**src/rtl/microseq_ctrl.sv**
```systemverilog
// Microsequencer for the microprogrammed control unit: next-address selection and memory-handshake stall.
// Optional MOC watchdog enabled by defining MICROSEQ_TIMEOUT_EN.
module microseq_ctrl #(
  parameter int unsigned       ADDR_W     = 8,
  parameter logic [ADDR_W-1:0] RESET_ADDR = ADDR_W'(8'h00),
  parameter logic [ADDR_W-1:0] FETCH_ADDR = ADDR_W'(8'h01)
`ifdef MICROSEQ_TIMEOUT_EN
  ,
  parameter logic [ADDR_W-1:0] TRAP_ADDR   = ADDR_W'(8'hFE),
  parameter int unsigned       MOC_TIMEOUT = 16
`endif
) (
  input  logic              clk,
  input  logic              reset,
  input  logic [ADDR_W-1:0] enc_addr,
  input  logic [ADDR_W-1:0] cr_target,
  input  logic [2:0]        cr_ns,
  input  logic [1:0]        cr_csel,
  input  logic              cr_inv,
  input  logic [3:0]        cond_in,
  input  logic              cr_mfa,
  input  logic              moc,
  output logic [ADDR_W-1:0] uaddr,
  output logic [1:0]        ns_sel,
  output logic              stall,
  output logic [1:0]        seq_state,
  output logic              timeout_err
);

  typedef enum logic [1:0] {
    RUN  = 2'b00,
    WAIT = 2'b01
  } state_t;

  state_t            state, state_nx;
  logic [ADDR_W-1:0] uaddr_nx;
  logic [ADDR_W-1:0] next_addr;
  logic              cond_s;
  logic              advance;

`ifdef MICROSEQ_TIMEOUT_EN
  localparam int unsigned CNT_W = $clog2(MOC_TIMEOUT + 1);
  logic [CNT_W-1:0] cnt, cnt_nx;
  logic             terr_nx;
`endif

  assign cond_s  = cond_in[cr_csel] ^ cr_inv;
  assign advance = ~(cr_mfa & ~moc);
  assign stall   = ~advance;

  // Next-state code to {M1,M0}; conditional codes pick between two sources.
  always_comb begin
    ns_sel = 2'b00;
    case (cr_ns)
      3'b000:  ns_sel = 2'b00;
      3'b001:  ns_sel = 2'b01;
      3'b010:  ns_sel = 2'b10;
      3'b011:  ns_sel = 2'b11;
      3'b100:  ns_sel = cond_s ? 2'b10 : 2'b00;
      3'b101:  ns_sel = cond_s ? 2'b10 : 2'b11;
      3'b110:  ns_sel = cond_s ? 2'b00 : 2'b11;
      default: ns_sel = cond_s ? 2'b10 : 2'b01;
    endcase
  end

  always_comb begin
    next_addr = uaddr;
    case (ns_sel)
      2'b00:   next_addr = enc_addr;
      2'b01:   next_addr = FETCH_ADDR;
      2'b10:   next_addr = cr_target;
      default: next_addr = uaddr + ADDR_W'(1);
    endcase
  end

  // Sequencer next-state: RUN advances or drops into WAIT until moc arrives.
  always_comb begin
    state_nx = state;
    uaddr_nx = uaddr;
`ifdef MICROSEQ_TIMEOUT_EN
    cnt_nx  = cnt;
    terr_nx = timeout_err;
`endif
    case (state)
      RUN: begin
        if (advance) begin
          uaddr_nx = next_addr;
        end else begin
          state_nx = WAIT;
`ifdef MICROSEQ_TIMEOUT_EN
          cnt_nx = '0;
`endif
        end
      end
      WAIT: begin
        if (advance) begin
          uaddr_nx = next_addr;
          state_nx = RUN;
`ifdef MICROSEQ_TIMEOUT_EN
        end else if (cnt == CNT_W'(MOC_TIMEOUT - 1)) begin
          uaddr_nx = TRAP_ADDR;
          state_nx = RUN;
          terr_nx  = 1'b1;
        end else begin
          cnt_nx = cnt + CNT_W'(1);
`endif
        end
      end
      default: state_nx = RUN;
    endcase
  end

  always_ff @(posedge clk or posedge reset) begin
    if (reset) begin
      state <= RUN;
      uaddr <= RESET_ADDR;
    end else begin
      state <= state_nx;
      uaddr <= uaddr_nx;
    end
  end

`ifdef MICROSEQ_TIMEOUT_EN
  always_ff @(posedge clk or posedge reset) begin
    if (reset) begin
      cnt         <= '0;
      timeout_err <= 1'b0;
    end else begin
      cnt         <= cnt_nx;
      timeout_err <= terr_nx;
    end
  end
`else
  assign timeout_err = 1'b0;
`endif

  assign seq_state = state;

endmodule
```
**config.mk**
```make
export PLATFORM = sky130hd
export DESIGN_NAME = microseq_ctrl
export DESIGN_NICKNAME = d
export VERILOG_FILES = /design/src/rtl/microseq_ctrl.sv
export SDC_FILE = /design/constraint.sdc
export NUM_CORES = 1
export LEC_CHECK = 0
export BUFFER_PORTS_ARGS = -buffer_cell sky130_fd_sc_hd__buf_2
export CAP_MARGIN = 5
export CORE_MARGIN = 3
export CORE_UTILIZATION = 25
export DETAILED_ROUTE_END_ITERATION = 8
export GPL_ROUTABILITY_DRIVEN = 0
export SLEW_MARGIN = 20
export SYNTH_ARGS = -nofsm -noshare
export SYNTH_HDL_FRONTEND = slang
export SYNTH_SLANG_ARGS = --single-unit
```
**constraint.sdc**
```tcl
create_clock -name clk -period 1.6 [get_ports clk]
set_clock_uncertainty 0.2 [all_clocks]
set_input_delay 0.16 -clock clk [delete_from_list [all_inputs] [get_ports clk]]
set_output_delay 0.16 -clock clk [all_outputs]
set_load 0.01 [all_outputs]
```
==> results.sh, run 1 <==
export IMPL_seq_area_frac_synth_pct=22.17
export IMPL_initial_core_util_pct=26.75
export IMPL_clk_latency_ns=0.23
export IMPL_max_cap_violations=0
export IMPL_cts_buffers_inserted=3
export IMPL_drtIter0Drc=45
export IMPL_synth_simple_area_share_pct=25.74
export IMPL_tritoncts="yes"
export IMPL_synth_adder_area_share_pct=1.232
export IMPL_final_cell_area_um2=1712
export IMPL_placed_area_um2=1510
export IMPL_hold_violations=0
export IMPL_worstSetupEndpoint="uaddr[2]"
export IMPL_wire_per_inst_um=12.52
export IMPL_pre_cts_ws_ns=-0.5245
export IMPL_ys_flop_type="dfrtp_1"
export IMPL_async_flop_share_pct=100.0
export IMPL_cts_clk_slew_worst_paths_ns=0.05
export IMPL_r2r_end="uaddr[7]"
export IMPL_max_freq_mhz=562.9
export IMPL_utilization_pct=45.06
export IMPL_first_pass_iters=4
export IMPL_ir_drop_mv=0.3203
export IMPL_synth_compound_area_share_pct=31.16
export IMPL_antenna_left=0
export IMPL_antenna_found_initial=0
export IMPL_synth_top_family_by_area="compound AO/OA/AOI/OAI gates"
export IMPL_finalPower_mw=1.216
export IMPL_setup_viol=9
export IMPL_insertedDiodeCount=0
export IMPL_grt_usage_pct=13.59
export IMPL_grt_pass1_wl_mm=5.547
export IMPL_std_cell_rows=22
export IMPL_io_pins=44
export IMPL_r2r_start="uaddr[0]"
export IMPL_p_per_area_nw_per_um2=710.1
export IMPL_synth_edf_count=0
export IMPL_status="complete, but fails checks"
export IMPL_grt_pass1_vias=1259
export IMPL_min_period_over_period_pct=111.0
export IMPL_numPortBuffers=41
export IMPL_critPathMaxFanout=8
export IMPL_syn_cell_area_um2=1016
export IMPL_cts_buffer_depth=2
export IMPL_core_area_um2=3799
export IMPL_synthToLayoutAreaGrowth_pct=68.47
export IMPL_final_cell_mix="buf_2 (39), buf_4 (32), nand2_1 (18)"
export IMPL_critPathKind="input pin to flip-flop"
export IMPL_die_area_um2=4865
export IMPL_cp_start_kind="input pin"
export IMPL_reg2reg_slack_ns=-0.06
export IMPL_ff2ff_path_depth=5
export IMPL_hp_class="input pin to flip-flop"
export IMPL_ys_types=42
export IMPL_yosys_warnings=0
export IMPL_hpwl_mm=2.643
export IMPL_drt_wl_total_mm=3.217
export IMPL_muxShareOfSynthArea_pct=9.113
export IMPL_synthXorXnorAreaFrac_pct=3.448
export IMPL_grt_max_degree=11
export IMPL_viasPerCell=4.969
export IMPL_violations="negative setup slack"
export IMPL_fin_crit_ns=1.776
export IMPL_drcViolationCount=0
export IMPL_finalMaxSlewViolations=0
export IMPL_p_leak_nw=0.8028
export IMPL_synth_top_area_cell="dfrtp_1"
export IMPL_postSynthCellCount=137
export IMPL_critical_path_startpoint="cr_csel[0]"
export IMPL_htree_levels=1
export IMPL_worst_slack_ns=-0.1764
export IMPL_die_w_um=69.75
export IMPL_ys_seq_elements=9
export IMPL_drive_above_1_share_pct=46.89
export IMPL_nNetsFinal=241
export IMPL_synth_area_leaders="dfrtp_1 (22%), mux2i_1 (6.9%), nand2_1 (6.7%), nor2_1 (4.8%), a21oi_1 (4.4%)"
export IMPL_num_vias=1277
export IMPL_end_kind="flip-flop"
export IMPL_cp_data_required_time_ns=1.51
export IMPL_cts_root_buf="clkbuf_8"
export IMPL_worstPathArrival_ns=1.69
export IMPL_die_h_um=69.75
export IMPL_overflow=0
export IMPL_avgSynthCellArea_um2=7.416
export IMPL_yosys_area_top_type_share_pct=22.17
export IMPL_rsz0062_at_grt="yes"
export IMPL_final_common_cell="buf_2"
export IMPL_clock_sinks=9
==> power breakdown <==
part | total (mW) | leakage (nW) | internal [mW] | switching (mW)
sequential | 0.309 | 0.106 | 0.274 | 0.0351
combinational | 0.645 | 0.674 | 0.339 | 0.305
clock | 0.262 | 0.0228 | 0.173 | 0.0881
==> flip-flops by register name, summed over array words and instances (netlist names) <==
name and cells:
seq_state 1, uaddr 8
==> what timing repair did <==
item                                    4_1_cts  5_1_grt
endpoints found under the setup margin       10       10
pin swaps                                    11        3
setup buffers                                 3        1
hold buffers                                  1        0
hold endpoints to repair                      9        0
resized for setup                            16        8
==> how the worst min path moves through the flow <==
| stage | startpoint | endpoint | depth (start not counted) |
|---|---|---|---|
| 6_report | cr_target[6] | uaddr[6] | 3 |
| 3_3_place_gp | reset | seq_state[0] | 2 |
| 2_1_floorplan | reset | seq_state[0] | 1 |
| 4_1_cts | cr_target[6] | uaddr[6] | 3 |
| 5_1_grt | cr_target[6] | uaddr[6] | 3 |
| 3_5_place_dp | reset | seq_state[0] | 2 |
==> cells in the mapped netlist (2+ instances only) <==
cell / number
a311oi_1: 3
a22o_1: 3
buf_4: 2
a22oi_1: 3
a31oi_1: 2
dfrtp_1: 9
xnor2_1: 3
o32a_1: 3
o21a_1: 2
nand2_1: 18
nor2b_1: 3
mux2_2: 2
o21ai_0: 5
nor3_1: 2
nand2b_1: 3
nand3_1: 9
inv_1: 7
mux2i_1: 7
a21oi_1: 9
o22a_1: 3
nor2_1: 13
clkbuf_1: 6
==> metal layers <==
metal  GRT usage, %  vias to the layer above  wire [um]
met4          2.766                        0         14
met5              0                        -          0
met1          17.52                      570       1424
met3          3.623                        2        259
met2          22.78                       53       1519
li1               -                      652          -
==> area by class of cell <==
cell class / instances / area (um^2)
fillers: 404 / 2087
multi-input cells: 113 / 860.8
well taps: 48 / 60.06
repair buffers: 76 / 494.2
clock buffers: 4 / 45.04
flip-flops and latches: 9 / 225.2
inverters: 7 / 26.28
==> critical path, cell delays in order <==
cell and delay [ns]:
buf_8 0.09, mux2i_4 0.26, mux2i_4 0.26, buf_4 0.16
nand2_8 0.08, a31o_4 0.24, a32o_1 0.19, a221o_1 0.25
==> cells by family (layout without fill, tap and decap cells) <==
| logic type | Yosys count | in the layout |
|---|---|---|
| buf+inv | 16 | 87 |
| xor+xnor | 4 | 4 |
| other cells | 1 | 2 |
| compound gates | 43 | 43 |
| simple gates | 54 | 54 |
| flops | 9 | 9 |
| fa+ha+maj | 1 | 1 |
| mux | 9 | 9 |
==> stage by stage <==
step                      hold WS (ns)  instances  TNS (ns)
after floorplan                -0.2121        138    -2.219
after global placement        -0.06204        248    -4.050
after detailed placement      -0.06003        248    -4.415
after CTS                      0.04615        256    -1.292
after global routing           0.06781        257    -2.246
final                          0.04612        257    -1.196
Power figures use the tool's default switching activity.
==> inputs of run 2 (changes only) <==
Settings changed: CORE_UTILIZATION 25 to 43, PLACE_DENSITY set to 0.76.
==> run 2 against run 1 <==
Against the previous run: the flow still finishes with violations (negative setup slack); largest power group unchanged; clock-buffer cell count unchanged; combinational power rose by 6.2%; routed wire length up 24%; clock power decreased by 32%; largest cell class unchanged; via count is 11% higher.
==> results.sh, run 2 (same netlist as run 1, synthesis figures left out) <==
export IMPL_synthToLayoutAreaGrowth_pct=65.02
export IMPL_finalMaxSlewViolations=0
export IMPL_max_freq_mhz=555.4
export IMPL_cts_buffers_inserted=3
export IMPL_critPathMaxFanout=6
export IMPL_register_area_um2=225.2
export IMPL_hpwl_mm=2.782
export IMPL_cts_clk_slew_worst_paths_ns=0.06
export IMPL_crit_top_cell="mux2i_4"
export IMPL_cts_buffer_depth=2
export IMPL_rsz0062_at_grt="yes"
export IMPL_cp_data_required_time_ns=1.54
export IMPL_p_switching_mw=0.4576
export IMPL_numPortBuffers=41
export IMPL_wire_per_inst_um=16.89
export IMPL_crit_family="multiplexers"
export IMPL_io_pins=44
export IMPL_viasPerCell=6.021
export IMPL_hold_violations=0
export IMPL_p_int_mw=0.7198
export IMPL_die_h_um=54.61
export IMPL_pre_cts_ws_ns=-0.5914
export IMPL_die_w_um=54.61
export IMPL_tritoncts="yes"
export IMPL_setup_viol=10
export IMPL_worst_slack_ns=-0.2005
export IMPL_grt_max_degree=11
export IMPL_grt_pass1_wl_mm=5.920
export IMPL_post_place_cells=225
export IMPL_die_area_um2=2982
export IMPL_num_vias=1421
export IMPL_cpMaxStageDelayCell="a221o_1"
export IMPL_grt_usage_pct=27.48
export IMPL_status="complete, but fails checks"
export IMPL_insertedDiodeCount=0
export IMPL_p_seq_share_pct=26.8
export IMPL_clock_sinks=9
export IMPL_pwr_share_comb_pct=58.1
export IMPL_p_per_area_nw_per_um2=702.2
export IMPL_core_area_um2=2102
export IMPL_multi_input_area_um2=850.8
export IMPL_netSwitchingFraction_pct=38.86
export IMPL_fin_crit_ns=1.800
export IMPL_p_clk_share_pct=15.1
export IMPL_min_period_over_period_pct=112.5
export IMPL_drtIter0Drc=83
export IMPL_placed_area_um2=1481
export IMPL_overflow=0
export IMPL_drt_wl_total_mm=3.985
export IMPL_clk_latency_ns=0.26
export IMPL_std_cell_rows=16
export IMPL_layout_cells_non_filler=236
export IMPL_nNetsFinal=241
export IMPL_final_cell_area_um2=1677
export IMPL_slowest_delay_ns=0.32
export IMPL_max_cap_violations=0
export IMPL_finalPower_mw=1.177
export IMPL_cts_root_buf="clkbuf_4"
export IMPL_critPathKind="input pin to flip-flop"
export IMPL_largest_register="uaddr"
export IMPL_largest_reg_flops=8
export IMPL_final_common_cell="buf_2"
export IMPL_antenna_left=0
export IMPL_cp_start_kind="input pin"
export IMPL_first_pass_iters=4
export IMPL_final_fill_count=142
export IMPL_violations="negative setup slack"
export IMPL_worstPathArrival_ns=1.74
export IMPL_initial_core_util_pct=48.33
export IMPL_hp_class="input pin to flip-flop"
export IMPL_drive_above_1_share_pct=46.41
export IMPL_grt_pass1_vias=1351
export IMPL_ir_drop_mv=0.7957
export IMPL_final_cell_mix="buf_2 (39), buf_4 (29), nand2_1 (18)"
export IMPL_end_kind="flip-flop"
export IMPL_drcViolationCount=0
export IMPL_antenna_found_initial=0
export IMPL_path_buf_inv=3
export IMPL_htree_levels=1
export IMPL_p_leak_nw=0.8026
export IMPL_path_cells="buf_8 -> mux2i_4 -> mux2i_4 -> buf_4 -> nand2_4 -> buf_6 -> mux2i_2 -> o2bb2ai_1 -> a221o_1"
-- run 2: stage by stage --
stage | TNS, ns | hold WS [ns] | util (%)
2_1_floorplan | -2.219 | -0.2121 | -
3_3_place_gp | -4.083 | -0.06829 | 70.48
3_5_place_dp | -4.741 | -0.05486 | 70.48
4_1_cts | -1.196 | 0.02400 | 77.02
5_1_grt | -2.145 | 0.06255 | 79.76
6_report | -1.467 | 0.04924 | 79.76
-- run 2: layout make-up --
cell class	count	share of cell area, %
clock buffer	4	1.567
inverter	7	1.567
multi-input combinational	113	50.75
sequential	9	13.43
tap	27	2.015
timing repair buffer	76	30.67
-- run 2: path summary, 6_finish.rpt --
| path | from | to | slack [ns] | cells after the start |
|---|---|---|---|---|
| worst min-delay path | enc_addr[6] | uaddr[6] | 0.05 | 4 |
| min in group asynchronous | reset | uaddr[5] | 0.20 | 3 |
| worst max-delay path | cr_csel[0] | uaddr[2] | -0.20 | 9 |
| worst min register to register | uaddr[5] | uaddr[5] | 0.34 | 1 |
| worst max register to register | uaddr[1] | uaddr[7] | -0.05 | 5 |
| max in group asynchronous | reset | seq_state[0] | 0.74 | 3 |
-- run 2: repair_timing --
| action | CTS | global route |
|---|---|---|
| hold endpoints to repair | 9 | 0 |
| gates resized for setup | 15 | 9 |
| hold buffers | 1 | 0 |
| setup endpoints to repair | 10 | 10 |
| pin swaps | 7 | 3 |
| buffers inserted | 3 | 3 |
-- run 2: worst reg2reg max path, stage by stage, from the launching register on --
cell,delay [ns]
dfrtp_1,0.40
nand3_1,0.18
nor3_2,0.25
and3_1,0.22
a211oi_2,0.08
o22a_1,0.21
-- run 2: power by group through the flow --
| stage | Combinational, mW | Sequential [mW] | Clock [mW] |
|---|---|---|---|
| after CTS | 0.632 | 0.311 | 0.179 |
| after global routing | 0.741 | 0.319 | 0.194 |
| after detailed placement | 0.577 | 0.314 | 0 |
| after floorplan | 0.273 | 0.344 | 0 |
| after global placement | 0.556 | 0.308 | 0 |
| final | 0.685 | 0.316 | 0.177 |
-- run 2: layer usage --
metal	track usage, %	share of wire, %	vias to the layer above
met4	9.129	3.3	0
li1	-	-	654
met5	0	0	-
met3	6.540	8.6	17
met1	29.78	38	658
met2	51.18	50	92
==> inputs of run 3 (changes only) <==
Settings changed: PLACE_DENSITY 0.76 to 0.73.
==> run 3 against run 2 <==
Against the previous run: the flow still finishes with violations (negative setup slack); sequential power down 3%; setup slack better by 0.0031 ns; critical path type unchanged; sequential share of layout area down 0.38 points; fmax up 0.17%; combinational power up 3.9%.
==> results.sh, run 3 (same netlist as run 1, synthesis figures left out) <==
export IMPL_status="complete, but fails checks"
export IMPL_violations="negative setup slack"
export IMPL_final_common_cell="buf_2"
export IMPL_grt_use_met2_pct=44.29
export IMPL_register_area_um2=225.2
export IMPL_largest_reg_flops=8
export IMPL_path_buf_inv=4
export IMPL_clk_latency_ns=0.28
export IMPL_fin_crit_ns=1.797
export IMPL_p_seq_share_pct=25.5
export IMPL_hp_class="input pin to flip-flop"
export IMPL_multi_input_area_um2=894.6
export IMPL_cts_root_buf="clkbuf_4"
export IMPL_netSwitchingFraction_pct=39.89
export IMPL_grt_use_met3_pct=4.360
export IMPL_top_usage_layer="met2"
export IMPL_cts_clk_slew_worst_paths_ns=0.07
export IMPL_drcViolationCount=0
export IMPL_grt_pass1_vias=1312
export IMPL_hold_violations=0
export IMPL_core_area_um2=2102
export IMPL_ir_drop_mv=0.7113
export IMPL_synthToLayoutAreaGrowth_pct=69.83
export IMPL_std_cell_rows=16
export IMPL_utilization_pct=82.08
export IMPL_initial_core_util_pct=48.33
export IMPL_p_leak_nw=0.8113
export IMPL_whs_ns=0.03921
export IMPL_cp_data_required_time_ns=1.62
export IMPL_min_period_over_period_pct=112.3
export IMPL_first_pass_iters=4
export IMPL_die_area_um2=2982
export IMPL_max_cap_violations=0
export IMPL_critPathMaxFanout=5
export IMPL_tritoncts="yes"
export IMPL_rsz0062_at_grt="yes"
export IMPL_io_pins=44
export IMPL_antenna_left=0
export IMPL_die_w_um=54.61
export IMPL_critPathKind="input pin to flip-flop"
export IMPL_path_cells="buf_8 -> mux2i_4 -> buf_6 -> xnor2_2 -> a222oi_1 -> buf_4 -> buf_6 -> nor2_1 -> mux2i_1 -> o22a_1"
export IMPL_drt_wl_total_mm=3.877
export IMPL_numPortBuffers=41
export IMPL_drive_above_1_share_pct=49.05
export IMPL_largest_register="uaddr"
export IMPL_p_switching_mw=0.4826
export IMPL_drtIter0Drc=26
export IMPL_grt_pass1_wl_mm=5.651
export IMPL_grt_max_degree=11
export IMPL_cts_buffer_depth=2
export IMPL_finalPower_mw=1.210
export IMPL_setup_viol=10
export IMPL_hpwl_mm=2.588
export IMPL_insertedDiodeCount=0
export IMPL_grt_usage_pct=26.40
export IMPL_p_per_area_nw_per_um2=701.3
export IMPL_gr_usage_met1_pct=32.11
export IMPL_p_int_mw=0.7274
export IMPL_worstPathArrival_ns=1.82
export IMPL_cts_buffers_inserted=3
export IMPL_viasPerCell=5.878
export IMPL_pwr_share_comb_pct=58.8
export IMPL_htree_levels=1
export IMPL_num_vias=1393
export IMPL_clock_sinks=9
export IMPL_worst_slack_ns=-0.1973
export IMPL_fin_tns_setup_ns=-1.364
export IMPL_overflow=0
export IMPL_p_clk_share_pct=15.7
export IMPL_crit_family="buffers and inverters"
export IMPL_finalMaxSlewViolations=0
export IMPL_nNetsFinal=242
export IMPL_cpMaxStageDelayCell="a222oi_1"
export IMPL_crit_top_cell="buf_6"
export IMPL_holdCritStartpoint="enc_addr[6]"
export IMPL_critical_path_startpoint="cr_csel[0]"
export IMPL_antenna_found_initial=0
export IMPL_max_freq_mhz=556.4
export IMPL_r2r_start="uaddr[0]"
export IMPL_end_kind="flip-flop"
export IMPL_slowest_delay_ns=0.39
export IMPL_wire_per_inst_um=16.36
export IMPL_final_fill_count=142
export IMPL_die_h_um=54.61
export IMPL_final_cell_mix="buf_2 (39), buf_4 (25), nand2_1 (17)"
export IMPL_cp_start_kind="input pin"
## run 3: metal layers
metal	share of wire [%]	wire [um]
met4	4.4	171
met2	47	1821
met5	0	0
met3	6.9	269
met1	42	1614
## run 3: what timing repair did
item	4_1_cts	5_1_grt
gates cloned	1	0
setup buffers	7	0
hold buffers	2	0
endpoints found under the hold margin	10	0
resized for setup	25	10
pin swaps	10	8
endpoints found under the setup margin	10	10
## run 3: metrics by stage
step | instances | setup WS, ns | instance area, um^2
2_1_floorplan | 138 | -0.3930 | 1062
4_1_cts | 237 | -0.1697 | 1678
3_5_place_dp | 223 | -0.5516 | 1454
3_3_place_gp | 223 | -0.5046 | 1454
5_1_grt | 237 | -0.2840 | 1725
6_report | 237 | -0.1973 | 1725
## run 3: power groups by stage
stage	clock, mW	combinational [mW]	sequential (mW)
global route	0.205	0.762	0.312
floorplan	0	0.273	0.344
global placement	0	0.547	0.309
finish	0.190	0.712	0.308
CTS	0.195	0.658	0.307
detailed placement	0	0.566	0.310
## run 3: area by class of cell
cell class	count	area share [%]
clock buffers	4	1.523
inverters	7	1.523
multi-input cells	114	51.85
flip-flops and latches	9	13.05
well taps	27	1.958
repair buffers	76	30.09
## run 3: worst min-delay path: cells and delay by family
family                 cells  cell delay, ns
and+or+nand+nor            3            0.22
buffers and inverters      1            0.10
## run 3: worst paths after layout
check	to	slack [ns]	depth (start not counted)
worst max-delay path	uaddr[0]	-0.20	10
worst min-delay path	uaddr[6]	0.04	4
worst max register to register	uaddr[7]	-0.05	5
worst min register to register	uaddr[7]	0.33	1
max in group asynchronous	uaddr[7]	0.71	3
min in group asynchronous	uaddr[4]	0.21	3
